**src/rtl/fetch_unit.sv**
```systemverilog
// rtl/fetch_unit.sv - instruction fetch stage: PC owner, 1-cycle imem latency, skid buffer, redirect flush
package fetch_unit_pkg;
    typedef logic [31:0] insn_t;

    localparam insn_t NOP_INSN = 32'h0000_0013;

    localparam logic [1:0] CAUSE_NONE       = 2'b00;
    localparam logic [1:0] CAUSE_MISALIGNED = 2'b01;
    localparam logic [1:0] CAUSE_RANGE      = 2'b10;
endpackage

module fetch_unit
    import fetch_unit_pkg::*;
#(
    parameter logic [31:0] RESET_PC  = 32'h0000_0000,
    parameter int unsigned IMEM_SIZE = 512
) (
    input  logic        i_clk,
    input  logic        i_rst_n,
    input  logic        i_fetch_en,
    output logic [31:0] o_imem_pc,
    input  insn_t       i_imem_insn,
    input  logic        i_imem_exception,
    input  logic        i_redirect,
    input  logic [31:0] i_redirect_pc,
    output logic        o_valid,
    input  logic        i_ready,
    output insn_t       o_insn,
    output logic [31:0] o_pc,
    output logic [1:0]  o_exc_cause,
    output logic        o_halted
);

    localparam logic [31:0] LAST_WORD_PC = 32'(IMEM_SIZE - 4);

    typedef enum logic [1:0] {
        S_IDLE,
        S_RUN,
        S_HALT
    } state_t;

    state_t      state_q;
    state_t      state_d;
    logic [31:0] pc_q;

    // rsp_* describes the fetch whose data is arriving on i_imem_insn this cycle
    logic        rsp_vld;
    logic [31:0] rsp_pc;
    logic [1:0]  rsp_cause;

    logic        skid_vld;
    insn_t       skid_insn;
    logic [31:0] skid_pc;
    logic [1:0]  skid_cause;

    logic [1:0]  issue_cause;
    logic        issue;
    logic        fire;
    insn_t       sel_insn;
    logic [31:0] sel_pc;
    logic [1:0]  sel_cause;

    assign o_imem_pc = pc_q;
    assign o_halted  = (state_q == S_HALT);

    always_comb begin
        issue_cause = CAUSE_NONE;
        if (i_imem_exception || (pc_q[1:0] != 2'b00)) begin
            issue_cause = CAUSE_MISALIGNED;
        end else if (pc_q > LAST_WORD_PC) begin
            issue_cause = CAUSE_RANGE;
        end
    end

    // A new fetch may only issue if its data has a guaranteed landing spot next cycle
    assign issue = (state_q == S_RUN) && i_fetch_en && !i_redirect && !skid_vld
                   && (!rsp_vld || i_ready);

    always_comb begin
        sel_insn  = NOP_INSN;
        sel_pc    = 32'h0;
        sel_cause = CAUSE_NONE;
        if (skid_vld) begin
            sel_insn  = skid_insn;
            sel_pc    = skid_pc;
            sel_cause = skid_cause;
        end else if (rsp_vld) begin
            sel_insn  = i_imem_insn;
            sel_pc    = rsp_pc;
            sel_cause = rsp_cause;
        end
    end

    assign o_valid     = (skid_vld || rsp_vld) && !i_redirect;
    assign fire        = o_valid && i_ready;
    assign o_pc        = sel_pc;
    assign o_exc_cause = sel_cause;
    assign o_insn      = (sel_cause != CAUSE_NONE) ? NOP_INSN : sel_insn;

    always_comb begin
        state_d = state_q;
        case (state_q)
            S_IDLE: begin
                if (i_fetch_en) begin
                    state_d = S_RUN;
                end
            end
            S_RUN: begin
                if (!i_fetch_en) begin
                    state_d = S_IDLE;
                end else if (issue && (issue_cause != CAUSE_NONE)) begin
                    state_d = S_HALT;
                end
            end
            S_HALT: begin
                if (i_redirect) begin
                    state_d = S_RUN;
                end
            end
            default: state_d = S_IDLE;
        endcase
    end

    always_ff @(posedge i_clk or negedge i_rst_n) begin
        if (!i_rst_n) begin
            state_q    <= S_IDLE;
            pc_q       <= RESET_PC;
            rsp_vld    <= 1'b0;
            rsp_pc     <= 32'h0;
            rsp_cause  <= CAUSE_NONE;
            skid_vld   <= 1'b0;
            skid_insn  <= NOP_INSN;
            skid_pc    <= 32'h0;
            skid_cause <= CAUSE_NONE;
        end else begin
            state_q <= state_d;
            if (i_redirect) begin
                pc_q     <= i_redirect_pc;
                rsp_vld  <= 1'b0;
                skid_vld <= 1'b0;
            end else begin
                if (issue) begin
                    pc_q      <= pc_q + 32'd4;
                    rsp_pc    <= pc_q;
                    rsp_cause <= issue_cause;
                end
                if (skid_vld) begin
                    if (fire) begin
                        skid_vld <= 1'b0;
                    end
                end else if (rsp_vld && !fire) begin
                    // memory data is only valid this one cycle, so park it
                    skid_insn  <= i_imem_insn;
                    skid_pc    <= rsp_pc;
                    skid_cause <= rsp_cause;
                    skid_vld   <= 1'b1;
                    rsp_vld    <= 1'b0;
                end else begin
                    rsp_vld <= issue;
                end
            end
        end
    end

endmodule
```
**config.mk**
```make
export PLATFORM = sky130hd
export DESIGN_NAME = fetch_unit
export DESIGN_NICKNAME = d
export VERILOG_FILES = /design/src/rtl/fetch_unit.sv
export SDC_FILE = /design/constraint.sdc
export NUM_CORES = 1
export LEC_CHECK = 0
export BUFFER_PORTS_ARGS = -buffer_cell sky130_fd_sc_hd__buf_2
export CORE_MARGIN = 3
export CORE_UTILIZATION = 36
export DETAILED_ROUTE_END_ITERATION = 8
export PLACE_DENSITY = 0.69
export SLEW_MARGIN = 20
export SYNTH_ARGS = -nofsm -noshare
export SYNTH_HDL_FRONTEND = slang
export SYNTH_SLANG_ARGS = --single-unit
```
**constraint.sdc**
```tcl
create_clock -name i_clk -period 3.3 [get_ports i_clk]
set_input_delay 0.165 -clock i_clk [delete_from_list [all_inputs] [get_ports i_clk]]
set_output_delay 0.165 -clock i_clk [all_outputs]
set_load 0.02 [all_outputs]
```
-- Yosys cells after proc, flatten, opt, wreduce, memory -nomap -nowiden
Cells that the tools add are included.
- register bits after elaboration: 136
- input port bits: 70
- logic and storage cells: 65
- $add $sub $neg: 1
- magnitude comparators: 1
- eq/ne operators: 6
- mux-type cells: 23
- bitwise operators: 2
- reductions and logical operators: 23
- operator list (operator ; count):
    2-to-1 mux 32 bit ; 7
    adder 32 x 3 -> 32 bit (second input constant) ; 1
    > comparator 32 x 9 -> 1 bit (second input constant) ; 1
    2-to-1 mux 2 bit ; 8
    logical AND 1 bit ; 8
    nonzero test 2 bit ; 4
    2-to-1 mux 1 bit ; 7
    != test 2 bit (second input constant) ; 3
    one-hot mux 2 bit (3 select lines) ; 1
    AND reduction 3 bit ; 2
    zero test 1 bit ; 4
    logical OR 1 bit ; 3
    != test 3 x 2 -> 1 bit (second input constant) ; 1
    == test 2 x 1 -> 1 bit (second input constant) ; 1
    == test 2 bit (second input constant) ; 1
    zero test 2 bit ; 1
    NOT 1 bit ; 2
    AND reduction 2 bit ; 1

-- Logic depth before layout (Yosys ltp)
Gate-level depths: netlist (run 1).
- word-level depth: 9
- mapped depth: 9

-- Worst setup path before layout (run 1)
OpenSTA, ideal clock, no wires.
- path type: register -> output
- start point: register rsp_vld
- end point: output port o_insn[11]
- arrival: 1.894 ns
- data required time: 3.135 ns
- setup slack: 1.241 ns
- cell stages (with the launch flop): 8
- cell sequence: dfrtp_1 nor2b_1 clkbuf_1 a22o_1 or2_2 clkbuf_1 clkbuf_1 nor2_1
- word-level cells in the longest chain between the ends: 4
- elaborated cells between the ends (all ways): 6
- classes of those cells: mux: 5; reduce/logical: 1
- ends and longest elaborated chain (what ; RTL line ; source):
    start: declaration ; 47 ; logic rsp_vld;
    start signal: assignment ; 159 ; rsp_vld <= issue;
    2-to-1 mux 2 bit ; 87 ; end else if (rsp_vld) begin
    2-to-1 mux 2 bit ; 83 ; if (skid_vld) begin
    via o_exc_cause[0] ; 30 ; output logic [1:0] o_exc_cause,
    nonzero test 2 bit ; 98 ; assign o_insn = (sel_cause != CAUSE_NONE) ? NOP_INSN : sel_insn;
    2-to-1 mux 32 bit ; 98 ;
    end: declaration ; 28 ; output insn_t o_insn,
The timed path passes the listed nets, and every way through them passes these cells.

-- Worst setup path after layout (run 1)
- start point: register skid_vld
- end point: output port o_insn[1]
- word-level cells in the longest chain between the ends: 3
- elaborated cells between the ends (all ways): 4
- classes of those cells: mux: 3; reduce/logical: 1
- ends and longest elaborated chain (what ; RTL line ; source):
    start: declaration ; 51 ; logic skid_vld;
    start signal: assignment ; 131 ; skid_vld <= 1'b0;
    start signal: assignment ; 140 ; skid_vld <= 1'b0;
    start signal: assignment ; 149 ; skid_vld <= 1'b0;
    2-to-1 mux 2 bit ; 83 ;
    nonzero test 2 bit ; 98 ;
    2-to-1 mux 32 bit * ; 98 ;
Mark *: on every way between the ends. The rest lies on a longest branch, timed or not.

==> results of run 1 <==
[kinds of logic (layout without fill, tap and decap cells)]
group / after synthesis / after routing
and+or+nand+nor: 237 / 237
DFF: 136 / 136
AOI/OAI and AO/OA: 132 / 132
muxes: 70 / 70
buffers and inverters: 55 / 260
xor gates and xnor gates: 4 / 4
adders and majority gates: 1 / 1
other: 0 / 1
[stage by stage]
stage / area [µm²] / utilization
floorplan: 6590 / -
global placement: 7600 / 0.432
detailed placement: 7600 / 0.432
CTS: 8590 / 0.488
global route: 8590 / 0.488
finish: 8590 / 0.488
[flip-flops by register name, summed over array words and instances (netlist names)]
register / cells
o_imem_pc: 32
rsp_cause: 2
rsp_pc: 32
rsp_vld: 1
skid_cause: 2
skid_insn: 32
skid_pc: 32
skid_vld: 1
state_q: 2
[critical path: stages, from the launching register on]
cell and delay [ns]:
sky130_fd_sc_hd__dfrtp_2 0.38, sky130_fd_sc_hd__buf_4 0.64, sky130_fd_sc_hd__a22o_1 0.29, sky130_fd_sc_hd__or2_2 0.50, sky130_fd_sc_hd__nand2b_1 0.21, sky130_fd_sc_hd__buf_2 0.17
[area by class of cell]
type	count	area, µm²	share of cell area
flip-flops and latches	136	3410	0.397
multi-input cells	444	2960	0.344
repair buffers	223	1380	0.161
clock buffers	28	497	0.0578
well taps	225	282	0.0328
clock inverters	4	45.0	0.00524
inverters	5	18.8	0.00218
diodes	1	2.50	0.000291
[per-layer routing]
metal / vias up / track usage
met2: 214 / 0.298
met3: 25 / 0.0435
li1: 2700 / -
met5: - / 0
met4: 0 / 0.0632
met1: 2801 / 0.272
[synth_stat cells (2+ instances only)]
| cell type | instances | area, µm² |
|---|---|---|
| sky130_fd_sc_hd__o22ai_1 | 3 | 18.8 |
| sky130_fd_sc_hd__dfstp_2 | 3 | 78.8 |
| sky130_fd_sc_hd__nand4_1 | 9 | 56.3 |
| sky130_fd_sc_hd__or4_1 | 3 | 22.5 |
| sky130_fd_sc_hd__nor4_1 | 7 | 43.8 |
| sky130_fd_sc_hd__mux2i_1 | 2 | 20.0 |
| sky130_fd_sc_hd__a21o_1 | 3 | 22.5 |
| sky130_fd_sc_hd__nor2_1 | 39 | 146 |
| sky130_fd_sc_hd__nor4b_1 | 2 | 17.5 |
| sky130_fd_sc_hd__nor3_1 | 5 | 25.0 |
| sky130_fd_sc_hd__clkbuf_1 | 30 | 113 |
| sky130_fd_sc_hd__dfrtp_1 | 133 | 3330 |
| sky130_fd_sc_hd__nand2_1 | 130 | 488 |
| sky130_fd_sc_hd__o311ai_0 | 15 | 131 |
| sky130_fd_sc_hd__o211ai_1 | 7 | 52.6 |
| sky130_fd_sc_hd__and2_1 | 4 | 25.0 |
| sky130_fd_sc_hd__buf_6 | 2 | 22.5 |
| sky130_fd_sc_hd__and3_1 | 4 | 25.0 |
| sky130_fd_sc_hd__nand3_1 | 12 | 60.1 |
| sky130_fd_sc_hd__a22o_1 | 34 | 298 |
| sky130_fd_sc_hd__and4_1 | 4 | 35.0 |
| sky130_fd_sc_hd__a221o_1 | 4 | 40.0 |
| sky130_fd_sc_hd__o21ai_0 | 14 | 70.1 |
| sky130_fd_sc_hd__or3_1 | 3 | 18.8 |
| sky130_fd_sc_hd__nand2b_1 | 5 | 31.3 |
| sky130_fd_sc_hd__o21bai_1 | 3 | 22.5 |
| sky130_fd_sc_hd__xor2_1 | 3 | 26.3 |
| sky130_fd_sc_hd__buf_2 | 13 | 65.1 |
| sky130_fd_sc_hd__a21oi_1 | 4 | 20.0 |
| sky130_fd_sc_hd__a22oi_1 | 34 | 255 |
| sky130_fd_sc_hd__mux2_2 | 68 | 766 |
| sky130_fd_sc_hd__buf_1 | 4 | 15.0 |
| sky130_fd_sc_hd__inv_1 | 5 | 18.8 |
| sky130_fd_sc_hd__nor2b_1 | 4 | 25.0 |
[path summary, 6_finish.rpt]
check                            startpoint       endpoint  slack, ns
setup / recovery                   skid_vld      o_insn[1]       0.51
hold / removal             i_redirect_pc[6]   o_imem_pc[6]       0.01
setup reg to reg                   skid_vld  o_imem_pc[14]       0.68
hold reg to reg                  rsp_pc[27]     rsp_pc[27]       0.50
max in group asynchronous           i_rst_n   skid_insn[1]       2.14
min in group asynchronous           i_rst_n   skid_insn[6]       0.32
[power by group through the flow]
stage	Clock (W)	Combinational, W	Sequential [W]
floorplan	0	0.000580	0.00241
global placement	0	0.000867	0.00243
detailed placement	0	0.000887	0.00245
CTS	0.00181	0.000933	0.00243
global route	0.00189	0.00103	0.00249
finish	0.00177	0.000918	0.00243
==> qor.yml, run 1 <==
outcome: "finished clean"
finish.cell_count_without_fillers: 1066
timing.clock.skew_ns: 0.00885
fin_ws_ns: 0.506
post_synthesis_simple_gate_area_fraction: 0.165
first_pass_grt_wire_length_mm: 30.9
yosysWarnings: 0
synth_sequential_area_ratio: 0.517
core_region_area_mm2: 0.0176
initial_core_util: 0.374
worst_skew_pair.late_latency_ns: 0.42
instance_count_along_the_most_critical_hold_path: 3
first_global_vias: 5665
totalNegativeSetupSlack_ns: 0
p_switching_w: 0.00146
synth_top_family_by_area: "simple AND/OR/NAND/NOR gates"
cts.htree.levels: 4
final_period_demand_of_the_worst_path_ns: 2.79
power.share.combinational: 0.179
critical_path.max_fanout: 69
yosys-mux-area-fraction: 0.119
fillers: 1612
layout.nets: 898
synth_edf_count: 0
synthAdderAreaFrac: 0.00190
die_area_mm2: 0.0200
rows: 48
synthesis.area_per_instance_um2: 10.4
sw_frac_of_total: 0.285
final_cell_mix: "sky130_fd_sc_hd__buf_2 (168), sky130_fd_sc_hd__dfrtp_1 (132), sky130_fd_sc_hd__nand2_1 (130)"
p_clk_frac: 0.345
worst_setup_path_start_kind: "register"
cts_root_buffer: "sky130_fd_sc_hd__clkbuf_16"
first_iter_violations: 363
synthCells: 635
post_cts_setup_driven_buffer_insertion_count: 0
min_period_over_period: 0.847
drt-met1-wl_mm: 8.51
power_density_mw_per_mm2: 595
clock.fmax_mhz: 358
cts_hold_buffers: 45
grt_start_max_net_pins: 71
ioPinCount: 170
synthToLayoutAreaGrowth_pct: 30.5
slew_headroom: 0.372
y_dimension_of_the_die_um: 141
max_cap_violations: 0
placed_cells_incl_taps: 988
final_layout_size_suffix_gt1_frac: 0.336
grt.total_usage: 0.193
route.vias.total: 5740
fin_worst_hold_slack_ns: 0.0129
power.leakage_nw: 4.17
place_worst_setup_slack_ns: 0.684
clock_tree.buffer_depth: 2
min-delay-path-class: "primary input to register"
numPortBuffers: 169
top_layer: "met4"
cts-resized-gates: 0
yosys.cell_types.count: 54
final_setup_fails: 0
drt_pre_antenna_iters: 5
synthFlopType: "sky130_fd_sc_hd__dfrtp_1"
sequentialPowerShare: 0.475
ff2ff_path_depth: 5
globalplace.congestion: 0.779
synth_fp_nets: 706
tritoncts_num_sinks: 136
syn-cell-area_mm2: 0.00659
cts_clk_pin_slew_worst_paths_ns: 0.05
wire_per_inst_um: 17.7
finalPower_w: 0.00512
cts_tree: "yes"
vdd_drop_max_mv: 0.452
yosys.area_share.xor_xnor: 0.00532
routed_via_density: 5.38
hold_viol_final: 0
route.met2.wl_mm: 8.73
layout.cells.most_common: "sky130_fd_sc_hd__buf_2"
grt_setup_unrepaired: "no"
tightestPinTransition_ns: 0.939
globalRoute.totalOverflow: 0
cp_data_arrival_time_ns: 2.63
endpoint_kind: "output pin"
die_width_um: 141
p_int_w: 0.00366
postSynth.asyncResetShare: 1.00
synth_compound_area_frac: 0.155
detail-route-antenna-nets: 0
cts_inserted_buffers: 17
critical_path_required_ns: 3.13
drt_drc_violations_left: 0
post-dp-hpwl_mm: 12.4
number_of_antenna_violations_at_the_first_check_in_global_routing: 1
postRouteWirelength_mm: 18.9
met3_wirelength_mm: 1.40
postSynthRegisterBits: 136
path_class: "register to output pin"
maxSlewViolCount: 0
Power figures use the tool's default switching activity.
==> run 2: changes to the inputs <==
ABC_AREA = 1   (was unset)
clock period = 2.7 ns   (was 3.3 ns; I/O delays follow)
==> qor.yml, run 2 <==
synth_fp_nets: 945  # +34%
final_cell_mix: "sky130_fd_sc_hd__nand2_1 (279), sky130_fd_sc_hd__buf_2 (168), sky130_fd_sc_hd__dfrtp_1 (132)"
initial_core_util: 0.370  # -0.00479
first_global_vias: 6402  # +13%
syn-cell-area_mm2: 0.00696  # +5.6%
p_int_w: 0.00514  # +40%
post-dp-hpwl_mm: 13.6  # +10%
route.vias.total: 6667  # +16%
synth_sequential_area_ratio: 0.490  # -0.0276
critical_path.max_fanout: 65  # -5.8%
grt_start_max_net_pins: 93  # +31%
cts.htree.levels: 4  # unchanged
grt.total_usage: 0.197  # +0.00358
synthAdderAreaFrac: 0.00180  # -0.000101
tritoncts_num_sinks: 136  # unchanged
critical_path_buf_inv_count: 4  # +2
route.met2.wl_mm: 9.76  # +12%
synthToLayoutAreaGrowth_pct: 33.7
yosys-mux-area-fraction: 0.0518  # -0.0675
slowest_cell_delay_on_critical_path_ns: 0.41  # -0.23 ns
p_switching_w: 0.00282  # +94%
critical_path.top_delay_family: "buffers and inverters"
power.leakage_nw: 4.46  # +7.0%
final_setup_fails: 0  # unchanged
power.share.combinational: 0.275  # +0.096
timing.clock.skew_ns: 0.00747  # -0.00139 ns
post-synth-top-count-cell: "sky130_fd_sc_hd__nand2_1"
routed_via_density: 4.88  # -9.3%
maxSlewViolCount: 0  # unchanged
synth_compound_area_frac: 0.125  # -0.0295
antenna_cells_inserted: 0  # -1
sequentialPowerShare: 0.419  # -0.056
postSynth.asyncResetShare: 1.00  # unchanged
slew_headroom: 0.569  # +0.197
endpoint_kind: "output pin"
synth_top_cell_by_area: "sky130_fd_sc_hd__dfrtp_1"
synth_edf_count: 0  # unchanged
first_pass_grt_wire_length_mm: 33.8  # +9.5%
min-delay-path-class: "primary input to register"
clock.fmax_mhz: 414
yosys.cell_types.count: 31  # -43%
die_area_mm2: 0.0210  # +5.4%
detail-route-antenna-nets: 0  # unchanged
vdd_drop_max_mv: 0.472  # +4.4%
wire_per_inst_um: 15.2  # -14%
top_layer: "met4"
cp_data_arrival_time_ns: 2.28  # -0.35 ns
cts_root_buffer: "sky130_fd_sc_hd__clkbuf_16"
globalplace.congestion: 0.911  # +17%
synthesis.area_per_instance_um2: 7.96  # -23%
postRouteWirelength_mm: 20.7  # +9.6%
power_density_mw_per_mm2: 855  # +44%
cts_tree: "yes"
layout.nets: 1163  # +30%
die_width_um: 145  # +2.7%
drt-met1-wl_mm: 9.52  # +12%
max_cap_violations: 0  # unchanged
synth_top_cells_by_area: "sky130_fd_sc_hd__dfrtp_1 (48%), sky130_fd_sc_hd__nand2_1 (15%), sky130_fd_sc_hd__o21ai_0 (7.6%)"
y_dimension_of_the_die_um: 145  # +2.7%
yosysWarnings: 0  # unchanged
tightestPinTransition_ns: 0.645  # -0.294 ns
grt_setup_unrepaired: "no"
cts_clk_pin_slew_worst_paths_ns: 0.06  # about the same
layout.cells.most_common: "sky130_fd_sc_hd__nand2_1"
met3_wirelength_mm: 1.07  # -24%
worst_path_most_repeated_cell: "sky130_fd_sc_hd__nor2_4"
synth.cells.most_frequent: "sky130_fd_sc_hd__nand2_1 (279), sky130_fd_sc_hd__dfrtp_1 (133), sky130_fd_sc_hd__o21ai_0 (106)"
p_clk_frac: 0.305  # -0.040
path_class: "register to output pin"
number_of_antenna_violations_at_the_first_check_in_global_routing: 0  # -1
numPortBuffers: 169  # unchanged
drt_drc_violations_left: 0  # unchanged
first_iter_violations: 493  # +36%
totalNegativeSetupSlack_ns: 0  # unchanged
globalRoute.totalOverflow: 0  # unchanged
worst_skew_pair.late_latency_ns: 0.42  # about the same
yosys.area_share.xor_xnor: 0.0113  # +0.00601
hold_viol_final: 0  # unchanged
fin_worst_hold_slack_ns: 0.0233  # +0.0103 ns
finalPower_w: 0.00796  # +56%
core_region_area_mm2: 0.0188  # +7.0%
cp_cell_sequence: "buf_6, nor2_4, a22oi_1, inv_1, nor2_4, inv_2, nor2_1, buf_2"
critical_path_required_ns: 2.57  # -0.56 ns
worst_setup_path_start_kind: "register"
outcome: "finished clean"
cts_inserted_buffers: 17  # unchanged
final_period_demand_of_the_worst_path_ns: 2.42
clock_tree.buffer_depth: 2  # unchanged
postSynthRegisterBits: 136  # unchanged
synthCells: 874  # +38%
synth_top_area_share: 0.478  # -0.0270
drt_pre_antenna_iters: 5  # unchanged
min_period_over_period: 0.895
sw_frac_of_total: 0.355  # +0.0703
rows: 50  # +4.2%
crit_path_top_delay_cell: "sky130_fd_sc_hd__buf_6"
post_synthesis_simple_gate_area_fraction: 0.253  # +0.0881
synthFlopType: "sky130_fd_sc_hd__dfrtp_1"
final_layout_size_suffix_gt1_frac: 0.238  # -0.0977
synth_top_family_by_area: "simple AND/OR/NAND/NOR gates"
ioPinCount: 170  # unchanged
post_cts_setup_driven_buffer_insertion_count: 0  # unchanged
## run 2: cell count changes after synthesis, sizes merged, moves of 30 or more
cell / previous run / this run
o21ai: 15 / 107
nand3: 13 / 43
nand2: 130 / 279
inv: 5 / 68
mux2: 68 / 32
a22o: 34 / 0
nor2: 39 / 97
## run 2: timing repair
item,CTS,global route
endpoints found under the setup margin,0,2
endpoints found under the hold margin,119,0
gates resized for setup,0,1
hold buffers,64,0
## run 2: stage by stage
stage	utilization	area [µm²]	std cells	setup slack (ns)
2_1_floorplan	-	6960	874	0.991
3_3_place_gp	0.427	8040	1269	0.597
3_5_place_dp	0.427	8040	1269	0.544
4_1_cts	0.494	9300	1365	0.144
5_1_grt	0.494	9310	1365	0.138
6_report	0.494	9310	1365	0.284
## run 2: worst min-delay path: stages
cell and delay, ns:
sky130_fd_sc_hd__buf_2 0.07, sky130_fd_sc_hd__nand2_1 0.05, sky130_fd_sc_hd__o21ai_0 0.06, sky130_fd_sc_hd__inv_1 0.04
sky130_fd_sc_hd__nand2_1 0.05
## run 2: path summary, 6_finish.rpt
| check | start | endpoint | slack (ns) | depth (start not counted) |
|---|---|---|---|---|
| worst max-delay path | skid_vld | o_insn[3] | 0.28 | 8 |
| worst min-delay path | i_redirect_pc[20] | o_imem_pc[20] | 0.02 | 5 |
| worst max register to register | skid_vld | rsp_pc[2] | 0.75 | 7 |
| worst min register to register | skid_pc[28] | skid_pc[28] | 0.48 | 2 |
| max in group asynchronous | i_rst_n | skid_insn[0] | 1.66 | 3 |
| min in group asynchronous | i_rst_n | o_imem_pc[27] | 0.28 | 2 |
## run 2: layout make-up
type | instances | area, µm²
fillers | 1778 | 9520
flip-flops and latches | 136 | 3410
multi-input cells | 627 | 3100
repair buffers | 242 | 1600
clock buffers | 17 | 425
well taps | 260 | 325
inverters | 68 | 255
clock inverters | 15 | 190
## run 2: logic make-up after synthesis
logic type      count (synthesis)
mux                            32
buf+inv                       111
flops                         136
xor+xnor                        9
fa+ha+maj                       1
compound gates                152
simple gates                  433
## run 2: power groups by stage
stage	registers, W	logic (W)	clock network, W
2_1_floorplan	0.00331	0.00140	0
3_3_place_gp	0.00332	0.00206	0
3_5_place_dp	0.00335	0.00211	0
4_1_cts	0.00332	0.00220	0.00248
5_1_grt	0.00343	0.00246	0.00257
6_report	0.00334	0.00219	0.00243
## run 2: per-layer routing
| layer | vias up | GRT usage |
|---|---|---|
| met1 | 3143 | 0.267 |
| met5 | - | 0 |
| li1 | 3280 | - |
| met3 | 35 | 0.0384 |
| met2 | 209 | 0.317 |
| met4 | 0 | 0.0684 |
